$ cat config.mk
export PLATFORM = sky130hd
export DESIGN_NAME = led_bank_arbiter_flat
export DESIGN_NICKNAME = d
export VERILOG_FILES = /design/src/rtl/led_arb_pkg.sv /design/src/rtl/led_bank_arbiter_if.sv /design/src/rtl/led_bank_arbiter_sw_debounce.sv /design/src/rtl/led_bank_arbiter.sv /design/src/flat_wrapper.sv
export SDC_FILE = /design/constraint.sdc
export NUM_CORES = 1
export LEC_CHECK = 0
export CAP_MARGIN = 15
export CELL_PAD_IN_SITES_DETAIL_PLACEMENT = 2
export CELL_PAD_IN_SITES_GLOBAL_PLACEMENT = 2
export CORE_MARGIN = 10
export CORE_UTILIZATION = 30
export DETAILED_ROUTE_END_ITERATION = 16
export PLACE_DENSITY = 0.69
export SYNTH_ARGS = -nofsm -noshare
export SYNTH_HDL_FRONTEND = slang
export SYNTH_SLANG_ARGS = --single-unit
$ cat constraint.sdc
create_clock -name clk -period 8.55 [get_ports clk]
set_input_delay 1.71 -clock clk [delete_from_list [all_inputs] [get_ports clk]]
set_output_delay 1.71 -clock clk [all_outputs]
set_load 0.05 [all_outputs]
$ cat src/rtl/led_arb_pkg.sv
// Shared types and helpers for the LED bank arbiter.
// Optional build macro used by the top: LED_ARB_IDLE_BLINK_EN.
package led_arb_pkg;

  typedef enum logic [1:0] {
    IDLE,
    HOLD,
    FORCE
  } arb_state_e;

  // Widest requester vector rr_pick can handle.
  localparam int unsigned MAX_REQ = 32;

  // Bits needed for a counter that holds values 0..cycles.
  function automatic int unsigned cnt_w(input int unsigned cycles);
    return $clog2(cycles + 1);
  endfunction

  // One-hot pick of the first set request, searching from ptr+1 and wrapping
  // over n requesters. The current pointer is searched last.
  function automatic logic [MAX_REQ-1:0] rr_pick(input logic [MAX_REQ-1:0] req,
                                                 input int unsigned         ptr,
                                                 input int unsigned         n);
    logic [MAX_REQ-1:0] r;
    int unsigned        idx;
    r = '0;
    for (int unsigned k = 1; k <= n; k++) begin
      idx = (ptr + k) % n;
      if (r == '0 && req[idx[4:0]]) r[idx[4:0]] = 1'b1;
    end
    return r;
  endfunction

endpackage

$ cat src/rtl/led_bank_arbiter_if.sv
// Requester/LED-side signal bundle of the LED bank arbiter.
interface led_bank_arbiter_if #(
  parameter int unsigned NUM_REQ = 2,
  parameter int unsigned LED_W   = 2
);
  logic [NUM_REQ-1:0]       req;
  logic [NUM_REQ*LED_W-1:0] req_led;
  logic [NUM_REQ-1:0]       gnt;
  logic [LED_W-1:0]         led_out;
  logic                     override;
  logic                     busy;

  modport master (output req, req_led, input gnt, led_out, override, busy);
  modport slave  (input req, req_led, output gnt, led_out, override, busy);
endinterface

$ cat src/rtl/led_bank_arbiter_sw_debounce.sv
// Slide-switch debouncer: two-flop synchronizer followed by a stability
// counter; dout follows din only after DEB_CYCLES equal synchronized samples.
module sw_debounce
  import led_arb_pkg::*;
#(
  parameter int unsigned DEB_CYCLES = 500000
) (
  input  logic clk,
  input  logic reset_n,
  input  logic din,
  output logic dout
);

  localparam int unsigned DW = cnt_w(DEB_CYCLES);

  logic          s1;
  logic          s2;
  logic [DW-1:0] cnt;

  // Synchronize, then accept a new level once it has stayed put long enough.
  always_ff @(posedge clk or negedge reset_n) begin
    if (!reset_n) begin
      s1   <= 1'b0;
      s2   <= 1'b0;
      cnt  <= '0;
      dout <= 1'b0;
    end else begin
      s1 <= din;
      s2 <= s1;
      if (s2 == dout) begin
        cnt <= '0;
      end else if (cnt == DW'(DEB_CYCLES - 1)) begin
        dout <= s2;
        cnt  <= '0;
      end else begin
        cnt <= cnt + DW'(1);
      end
    end
  end

endmodule

$ cat src/rtl/led_bank_arbiter.sv
// Round-robin owner of a shared LED bank with a minimum hold time and a
// debounced switch override that forces requester 0.
// Build option: define LED_ARB_IDLE_BLINK_EN for an idle heartbeat on led_out[0].
module led_bank_arbiter
  import led_arb_pkg::*;
#(
  parameter int unsigned NUM_REQ     = 2,
  parameter int unsigned LED_W       = 2,
  parameter int unsigned HOLD_CYCLES = 25000000,
  parameter int unsigned DEB_CYCLES  = 500000
) (
  input  logic             clk,
  input  logic             reset_n,
  input  logic             sw_raw,
  led_bank_arbiter_if.slave bus
);

  localparam int unsigned CW = cnt_w(HOLD_CYCLES);
  localparam int unsigned IW = $clog2(NUM_REQ);
  localparam logic [CW-1:0]      RELOAD = CW'(HOLD_CYCLES - 1);
  localparam logic [NUM_REQ-1:0] GNT0   = {{(NUM_REQ-1){1'b0}}, 1'b1};

  logic               override;
  arb_state_e         state;
  logic [NUM_REQ-1:0] gnt;
  logic [LED_W-1:0]   led_out;
  logic               busy;
  logic [IW-1:0]      rr_ptr;
  logic [IW-1:0]      owner;
  logic [CW-1:0]      hold_cnt;
`ifdef LED_ARB_IDLE_BLINK_EN
  logic [CW-1:0]      blink_cnt;
`endif

  logic [LED_W-1:0]   slice [NUM_REQ];
  logic [MAX_REQ-1:0] req_ext;
  logic [MAX_REQ-1:0] pick_full;
  logic [NUM_REQ-1:0] pick;
  logic               pick_any;
  logic [IW-1:0]      pick_idx;

  sw_debounce #(
    .DEB_CYCLES(DEB_CYCLES)
  ) u_deb (
    .clk     (clk),
    .reset_n (reset_n),
    .din     (sw_raw),
    .dout    (override)
  );

  // Split the packed pattern bus into per-requester slices.
  always_comb begin
    for (int unsigned i = 0; i < NUM_REQ; i++) begin
      slice[i] = bus.req_led[i*LED_W +: LED_W];
    end
  end

  // Round-robin candidate from the current pointer, as one-hot and index.
  always_comb begin
    req_ext                = '0;
    req_ext[NUM_REQ-1:0]   = bus.req;
    pick_full              = rr_pick(req_ext, 32'(rr_ptr), NUM_REQ);
    pick                   = pick_full[NUM_REQ-1:0];
    pick_any               = |pick_full;
    pick_idx               = '0;
    for (int unsigned i = 0; i < NUM_REQ; i++) begin
      if (pick[i]) pick_idx = IW'(i);
    end
  end

  // Arbitration FSM with registered grant, LED drive and busy flag.
  always_ff @(posedge clk or negedge reset_n) begin
    if (!reset_n) begin
      state    <= IDLE;
      gnt      <= '0;
      led_out  <= '0;
      busy     <= 1'b0;
      rr_ptr   <= IW'(NUM_REQ - 1);
      owner    <= '0;
      hold_cnt <= '0;
`ifdef LED_ARB_IDLE_BLINK_EN
      blink_cnt <= '0;
`endif
    end else begin
      case (state)
        IDLE: begin
          if (override) begin
            state <= FORCE;
            busy  <= 1'b1;
            gnt   <= GNT0;
            owner <= '0;
          end else if (pick_any) begin
            state    <= HOLD;
            busy     <= 1'b1;
            gnt      <= pick;
            owner    <= pick_idx;
            rr_ptr   <= pick_idx;
            hold_cnt <= RELOAD;
          end
`ifdef LED_ARB_IDLE_BLINK_EN
          else if (blink_cnt == RELOAD) begin
            blink_cnt  <= '0;
            led_out[0] <= ~led_out[0];
          end else begin
            blink_cnt <= blink_cnt + CW'(1);
          end
`endif
        end
        HOLD: begin
          if (override) begin
            state <= FORCE;
            gnt   <= GNT0;
            owner <= '0;
          end else begin
            // A requester that withdrew keeps its last pattern on the LEDs.
            if (bus.req[owner]) led_out <= slice[owner];
            if (hold_cnt == '0) begin
              if (pick_any) begin
                gnt      <= pick;
                owner    <= pick_idx;
                rr_ptr   <= pick_idx;
                hold_cnt <= RELOAD;
              end else begin
                state   <= IDLE;
                busy    <= 1'b0;
                gnt     <= '0;
                led_out <= '0;
`ifdef LED_ARB_IDLE_BLINK_EN
                blink_cnt <= '0;
`endif
              end
            end else begin
              hold_cnt <= hold_cnt - CW'(1);
            end
          end
        end
        FORCE: begin
          gnt     <= GNT0;
          owner   <= '0;
          led_out <= slice[0];
          // rr_ptr is left alone so the rotation resumes where it was.
          if (!override) begin
            state    <= HOLD;
            hold_cnt <= RELOAD;
          end
        end
        default: begin
          state <= IDLE;
          busy  <= 1'b0;
          gnt   <= '0;
        end
      endcase
    end
  end

  assign bus.gnt      = gnt;
  assign bus.led_out  = led_out;
  assign bus.busy     = busy;
  assign bus.override = override;

endmodule
$ cat src/flat_wrapper.sv
// flat-port wrapper written by rule: the top's interface ports become plain ports
module led_bank_arbiter_flat import led_arb_pkg::*;
#(
  parameter int unsigned NUM_REQ     = 2,
  parameter int unsigned LED_W       = 2,
  parameter int unsigned HOLD_CYCLES = 25000000,
  parameter int unsigned DEB_CYCLES  = 500000
)
  (clk, reset_n, sw_raw, bus_req, bus_req_led, bus_gnt, bus_led_out, bus_override, bus_busy);
  led_bank_arbiter_if #(.NUM_REQ(NUM_REQ), .LED_W(LED_W)) bus_i ();
  input  logic clk;
  input  logic reset_n;
  input  logic sw_raw;
  input wire logic [$bits(bus_i.req)-1:0] bus_req;
  input wire logic [$bits(bus_i.req_led)-1:0] bus_req_led;
  output wire logic [$bits(bus_i.gnt)-1:0] bus_gnt;
  output wire logic [$bits(bus_i.led_out)-1:0] bus_led_out;
  output wire logic [$bits(bus_i.override)-1:0] bus_override;
  output wire logic [$bits(bus_i.busy)-1:0] bus_busy;
  assign bus_i.req = bus_req;
  assign bus_i.req_led = bus_req_led;
  assign bus_gnt = bus_i.gnt;
  assign bus_led_out = bus_i.led_out;
  assign bus_override = bus_i.override;
  assign bus_busy = bus_i.busy;
  led_bank_arbiter #(.NUM_REQ(NUM_REQ), .LED_W(LED_W), .HOLD_CYCLES(HOLD_CYCLES), .DEB_CYCLES(DEB_CYCLES)) u_core (.clk(clk), .reset_n(reset_n), .sw_raw(sw_raw), .bus(bus_i));
endmodule
==> key figures, run 1 <==
Synthesis
  • Post-synth EDFFs: 0
  • Flops & latches, synth: 56
  • Ys Warns: 0
  • Post-Syn Area: 3390 µm²
  • Register area share after synthesis: approximately two fifths
  • Post-synthesis async set-or-reset flop share: 100%
  • Syn Area/Cell: roughly 8.6 µm²
  • Library cells used by synthesis: 56
  • Main flop type after synthesis: dfrtp_1
  • Syn nets: slightly above 400
  • Syn Inst Count: ~400

STA
  • Crit share post-route: around 42%
  • Slew Viols, Final: 0
  • Final setup fails: 0
  • Hold_ws: between 0.3 and 0.4 ns
  • Max Freq: about 280 MHz
  • Tmin final: 3.60 ns
  • Setup TNS: 0 ns
  • Worst slew pin tran: roughly 0.95 ns
  • Final Hold Violating Endpoints: 0
  • Relative slew slack: a little over a third
  • RSZ-0062 raised after global routing: no
  • Clk_skew: 0.0111 ns

Route
  • 1st-iter DRT viols: between 100 and 150
  • WL/cell: around 20 µm
  • DRC viols: 0
  • Vias: 3,077
  • Routed Antenna Nets: 0
  • Total routed wirelength: around 11 mm
  • Via/cell ratio: roughly 5.7
  • DR pass1 iterations: 4

Global routing
  • Initial antenna violation count: 0
  • Largest net degree at the start of global routing: 57
  • GRT overflow: 0
  • Gr usage total: between 10 and 15%
  • Vias in the first global route: 3,313
  • First-pass GRT wire length: 18.5 mm

Power
  • Internal power: roughly 0.00058 W
  • Comb power frac: approximately two fifths
  • Flop pwr share: ~38%
  • Switching pwr: 0.000464 W
  • Static Leak: 1.44 nW
  • PwrDens: about 280 nW/µm²
  • Clk pwr share: 21.6%
  • Worst VDD drop: between 0.1 and 0.15 mV
  • Sw Share: 44.5%

Worst setup path
  • CP peak stage delay: around 0.90 ns
  • Worst setup startpoint: u_core.u_deb.dout$_DFFE_PN0P_
  • R2r worst-path depth: 8
  • Worst endpoint required time: ~7 ns
  • Worst R2R Setup Slack: approximately 5.2 ns
  • Reg2reg start: u_core.hold_cnt[0]$_DFFE_PN0P_
  • CP Buf/Inv Count: 1
  • Crit-path max FO: 15
  • CP Launch Type: flop
  • Crit path depth: 1
  • Worst path arrival time: around 1.9 ns
  • Crit-path leading delay family: buffers and inverters
  • Crit Path Class: reg -> out
  • Slowest cell on crit path: clkdlybuf4s50_1
  • Critical-path cell list: clkdlybuf4s50_1
  • Worst Setup End Kind: primary output

Floorplan
  • Die area: about 16,000 µm²
  • I/O Pins: 15
  • Chip width: 126 µm
  • # rows: 38
  • Core region area: 10,900 µm²
  • Effective utilization at floorplan: between 30% and 40%
  • Die span in y: around 130 µm

Layout
  • Most frequent cells in the layout: 55 x dfrtp_1, 48 x nor2_1, 33 x nand2_1, 28 x a21oi_1, 25 x nand3_1
  • Final #Nets: about 410
  • Layout Area Growth over Synthesis: 11.4%
  • Layout cells sized above 1: under 10%
  • Most common cell after layout, fill and taps aside: dfrtp_1
  • Diode count: 0

Worst hold path
  • Cells on Worst Hold Path: 0
  • Min-delay src: u_core.u_deb.s1$_DFF_PN0_
  • Hold/Removal Path Class: reg -> reg

Place
  • Port-buffer cells: 14
  • GPL Wtd Cong: 0.855
  • DP HPWL: slightly below 8 mm

Flow run
  • Maximum Capacitance Violations: 0

Clock tree
  • Setup Buffers After CTS: 0
  • CTS sink cnt: between 50 and 60
  • Post-CTS sizing: 0
  • TritonCTS clock tree: built
  • Clk_lat worst skew: ~0.32 ns
  • Longest Clk Path Bufs: 2
  • CTS Buf Count: 5
  • Hold buffer count at cts: 0
  • CTS H-tree depth: 2
  • CTS Root Cell: clkbuf_16
  • Clk slew on worst S/H paths: 0.08 ns

Run status
  • Status: finished clean
[per-layer routing]
layer  vias to the layer above  global-route usage, %  wire length, µm
met5                         -                      0                0
met4                         0                   3.42              101
met3                         7                   3.29              405
met2                        39                   22.9             5290
met1                      1581                   18.3             5210
li1                       1450                      -                -
[power by group through the flow]
stage	Combinational (W)	Sequential [W]	Clock, W
global route	0.000476	0.000402	0.000244
floorplan	0.000260	0.000409	0
global placement	0.000417	0.000392	0
detailed placement	0.000428	0.000395	0
CTS	0.000432	0.000391	0.000237
finish	0.000426	0.000392	0.000226
[cells in the mapped netlist, types with 6 or more instances]
cell type | count | area share [%]
a21oi_1 | 28 | 4.1
dfrtp_1 | 55 | 41
xor2_1 | 15 | 3.9
xnor2_1 | 11 | 2.8
a31oi_1 | 7 | 1.3
nand3_1 | 25 | 3.7
o31ai_1 | 7 | 1.5
nand4_1 | 11 | 2.0
clkbuf_1 | 13 | 1.4
nor2_1 | 48 | 5.3
or3_1 | 10 | 1.8
ha_1 | 6 | 2.2
nor3_1 | 15 | 2.2
o21ai_0 | 21 | 3.1
nand2_1 | 33 | 3.6
nor4_1 | 15 | 2.8
inv_1 | 7 | 0.77
[state kept, by name, summed over array words and instances (netlist names)]
register and cells:
u_core.state 2, u_core.hold_cnt 25, u_core.u_deb.cnt 19, u_core.u_deb.s2 1, u_core.bus.busy 1, u_core.bus.gnt 2
u_core.u_deb.dout 1, u_core.u_deb.s1 1, u_core.bus.led_out 2, u_core.owner 1, u_core.rr_ptr 1
[cell type report]
| cell class | instances | area, µm² |
|---|---|---|
| fillers | 1240 | 7150 |
| repair buffers | 17 | 158 |
| clock inverters | 3 | 25.0 |
| inverters | 8 | 30.0 |
| well taps | 140 | 175 |
| multi-input cells | 311 | 1870 |
| flip-flops and latches | 56 | 1400 |
| clock buffers | 5 | 125 |
[stage by stage]
stage	std cells	worst slack [ns]	area [µm²]	power, W	utilization [%]
2_1_floorplan	394	5.51	3390	0.000669	-
3_3_place_gp	532	4.85	3630	0.000809	33.2
3_5_place_dp	532	4.67	3630	0.000823	33.2
4_1_cts	540	4.93	3780	0.00106	34.6
5_1_grt	540	4.86	3780	0.00112	34.6
6_report	540	4.95	3780	0.00104	34.6
[path summary, 6_finish.rpt]
kind                                                   to
setup / recovery                             bus_override
hold / removal                  u_core.u_deb.s2$_DFF_PN0_
setup reg to reg                u_core.rr_ptr$_DFFE_PN1P_
hold reg to reg                 u_core.u_deb.s2$_DFF_PN0_
max in group asynchronous     u_core.bus.busy$_DFFE_PN0P_
min in group asynchronous  u_core.hold_cnt[9]$_DFFE_PN0P_
[cell families after synthesis]
kind of cell / count (synthesis) / synth area share (%)
muxes: 3 / 0.921
AOI/OAI and AO/OA: 86 / 16.1
adders and majority gates: 6 / 2.21
and+or+nand+nor: 190 / 29.0
xor gates and xnor gates: 26 / 6.71
buffers and inverters: 27 / 3.72
DFF: 56 / 41.3
Note: power is estimated with default switching activity, not from simulation.
==> run 2: changes to the inputs <==
--- a/config.mk
+++ b/config.mk
@@ -11,7 +11,7 @@
 export CORE_MARGIN = 10
 export CORE_UTILIZATION = 30
 export DETAILED_ROUTE_END_ITERATION = 16
-export PLACE_DENSITY = 0.69
+export PLACE_DENSITY = 0.71
 export SYNTH_ARGS = -nofsm -noshare
 export SYNTH_HDL_FRONTEND = slang
 export SYNTH_SLANG_ARGS = --single-unit
==> constraint.sdc (replaced) <==
create_clock -name clk -period 3.1 [get_ports clk]
set_input_delay 0.62 -clock clk [delete_from_list [all_inputs] [get_ports clk]]
set_output_delay 0.62 -clock clk [all_outputs]
set_load 0.05 [all_outputs]
==> run 2 against run 1 <==
Net effect:
- final area is 3.4% higher
- global-route usage is 0.16 points higher
- die area stayed put
- sequential power grew to 2.8 times the previous value
- hold slack worse by 0.044 ns
- critical path depth is 7 higher
- setup slack worse by 4.7 ns
- sequential share of layout area is 1.2 points lower
- clock skew is 0.0036 ns lower
- first-iteration DRC count is 2.1% higher
- register-to-register slack worse by 4.9 ns
- critical path type is now reg -> reg
==> key figures, run 2 (synthesized netlist as in run 1, its figures left out) <==
Run status
  • Status: finished clean

STA
  • Worst slew pin tran: 0.710 ns
  • Clk_skew: approximately 0.0076 ns
  • Crit share post-route: 91.4%
  • RSZ-0062 raised after global routing: no
  • Tmin final: approximately 2.8 ns
  • Max Freq: about 350 MHz
  • Slew Viols, Final: 0
  • Final setup fails: 0
  • Relative slew slack: a little over half
  • Setup TNS: 0 ns
  • Hold_ws: ~0.31 ns
  • Final Hold Violating Endpoints: 0

Clock tree
  • Post-CTS sizing: 0
  • CTS H-tree depth: 2
  • Clk_lat worst skew: about 0.3 ns
  • Longest Clk Path Bufs: 2
  • CTS sink cnt: 56
  • Setup Buffers After CTS: 0
  • Clk slew on worst S/H paths: 0.08 ns
  • CTS Buf Count: 5
  • CTS Root Cell: clkbuf_16
  • TritonCTS clock tree: built
  • Hold buffer count at cts: 0

Floorplan
  • Chip width: approximately 130 µm
  • Core region area: 10,900 µm²
  • Effective utilization at floorplan: a little under a third
  • Die area: between 15,000 and 20,000 µm²
  • # rows: 38
  • I/O Pins: 15
  • Die span in y: roughly 130 µm

Worst hold path
  • Hold/Removal Path Class: in -> async

Layout
  • Largest regs: u_core.hold_cnt (25), u_core.u_deb.cnt (19)
  • Most frequent cells in the layout: 55 x dfrtp_1, 48 x nor2_1, 33 x nand2_1, 28 x a21oi_1, 25 x nand3_1
  • Diode count: 0
  • Max reg flops: 25
  • Final #Nets: about 430
  • Most flops, register: u_core.hold_cnt
  • Post-route cell area: around 3900 µm²
  • Layout cells sized above 1: a little under a tenth
  • Layout Area Growth over Synthesis: 15.2%
  • Most common cell after layout, fill and taps aside: dfrtp_1
  • Final Non-Filler Cells: approximately 560

Route
  • WL/cell: 20.0 µm
  • Routed Antenna Nets: 0
  • Vias: ~3,200
  • 1st-iter DRT viols: approximately 140
  • DRC viols: 0
  • Via/cell ratio: about 5.7
  • Total routed wirelength: between 10 and 15 mm
  • DR pass1 iterations: 6

Power
  • Sw Share: between 40% and 50%
  • Overall Power: 0.00294 W
  • Comb power frac: between 40% and 50%
  • Flop pwr share: ~37%
  • Static Leak: around 1.5 nW
  • Worst VDD drop: between 0.4 and 0.5 mV
  • PwrDens: ~750 nW/µm²
  • Clk pwr share: 20.6%
  • Internal power: around 0.0017 W
  • Switching pwr: between 0.001 and 0.0015 W

Worst setup path
  • Reg2reg end: u_core.hold_cnt[8]$_DFFE_PN0P_
  • Reg2reg start: u_core.hold_cnt[0]$_DFFE_PN0P_
  • Worst R2R Setup Slack: approximately 0.27 ns
  • Worst path arrival time: just over 3 ns
  • R2r worst-path depth: 8
  • Crit Path Class: reg -> reg
  • Worst Setup End Kind: flop
  • CP Launch Type: flop
  • Crit-path max FO: 14
  • Worst endpoint required time: 3.29 ns

Place
  • Placed cell count: between 500 and 600
  • GPL Wtd Cong: 0.862
  • DP HPWL: 8.30 mm
  • Area after DPL: ~3800 µm²
  • Port-buffer cells: 14

Global routing
  • Initial antenna violation count: 0
  • Vias in the first global route: 3,528
  • Gr usage total: around 14%
  • Largest net degree at the start of global routing: 38
  • First-pass GRT wire length: between 15 and 20 mm
  • GRT overflow: 0

Flow run
  • Maximum Capacitance Violations: 0
-- run 2: cell count changes in the layout (fill, tap and decap cells not counted), sizes merged --
cell	change
inv	-1
buf	+17
clkinv	+1
-- run 2: per-layer routing --
metal / vias to the layer above / global-route usage [%] / share of wire [%]
met1: 1644 / 19.3 / 49
met3: 9 / 2.58 / 3.9
met5: - / 0 / 0
met2: 45 / 22.9 / 46
li1: 1483 / - / -
met4: 0 / 3.01 / 1.1
-- run 2: through the flow --
stage                     util [%]  setup slack (ns)
after floorplan                  -             0.370
after global placement        34.4             0.373
after detailed placement      34.4             0.304
after CTS                     35.8             0.269
after global routing          35.8             0.112
final                         35.8             0.266
-- run 2: final cells by class --
class                   count  area (µm²)
fillers                  1261        7020
repair buffers             34         285
multi-input cells         311        1870
flip-flops and latches     56        1400
well taps                 140         175
clock inverters             3        27.5
clock buffers               5         125
inverters                   8        30.0
-- run 2: worst max path at each step --
stage,from,to,slack [ns],cells past startpoint
after CTS,u_core.hold_cnt[0]$_DFFE_PN0P_,u_core.hold_cnt[8]$_DFFE_PN0P_,0.27,8
after floorplan,u_core.hold_cnt[0]$_DFFE_PN0P_,u_core.hold_cnt[23]$_DFFE_PN0P_,0.37,11
after global routing,u_core.hold_cnt[0]$_DFFE_PN0P_,u_core.hold_cnt[8]$_DFFE_PN0P_,0.11,8
after detailed placement,u_core.hold_cnt[0]$_DFFE_PN0P_,u_core.hold_cnt[23]$_DFFE_PN0P_,0.30,8
after global placement,u_core.hold_cnt[0]$_DFFE_PN0P_,u_core.hold_cnt[23]$_DFFE_PN0P_,0.37,8
final,u_core.hold_cnt[0]$_DFFE_PN0P_,u_core.hold_cnt[8]$_DFFE_PN0P_,0.27,8
-- run 2: worst max-delay path: stages (launching register included) --
cell     delay, ns
dfrtp_1       0.41
inv_1         0.09
ha_1          0.21
or4b_1        0.47
or3_1         0.46
or4_4         0.58
a21oi_1       0.22
o21a_2        0.23
nor2_1        0.07
-- run 2: power by group through the flow --
stage / clock network, W / registers [W] / logic [W]
final: 0.000607 / 0.00108 / 0.00126
after global routing: 0.000661 / 0.00110 / 0.00140
after CTS: 0.000628 / 0.00107 / 0.00127
after detailed placement: 0 / 0.00108 / 0.00126
after global placement: 0 / 0.00107 / 0.00122
after floorplan: 0 / 0.00113 / 0.000716
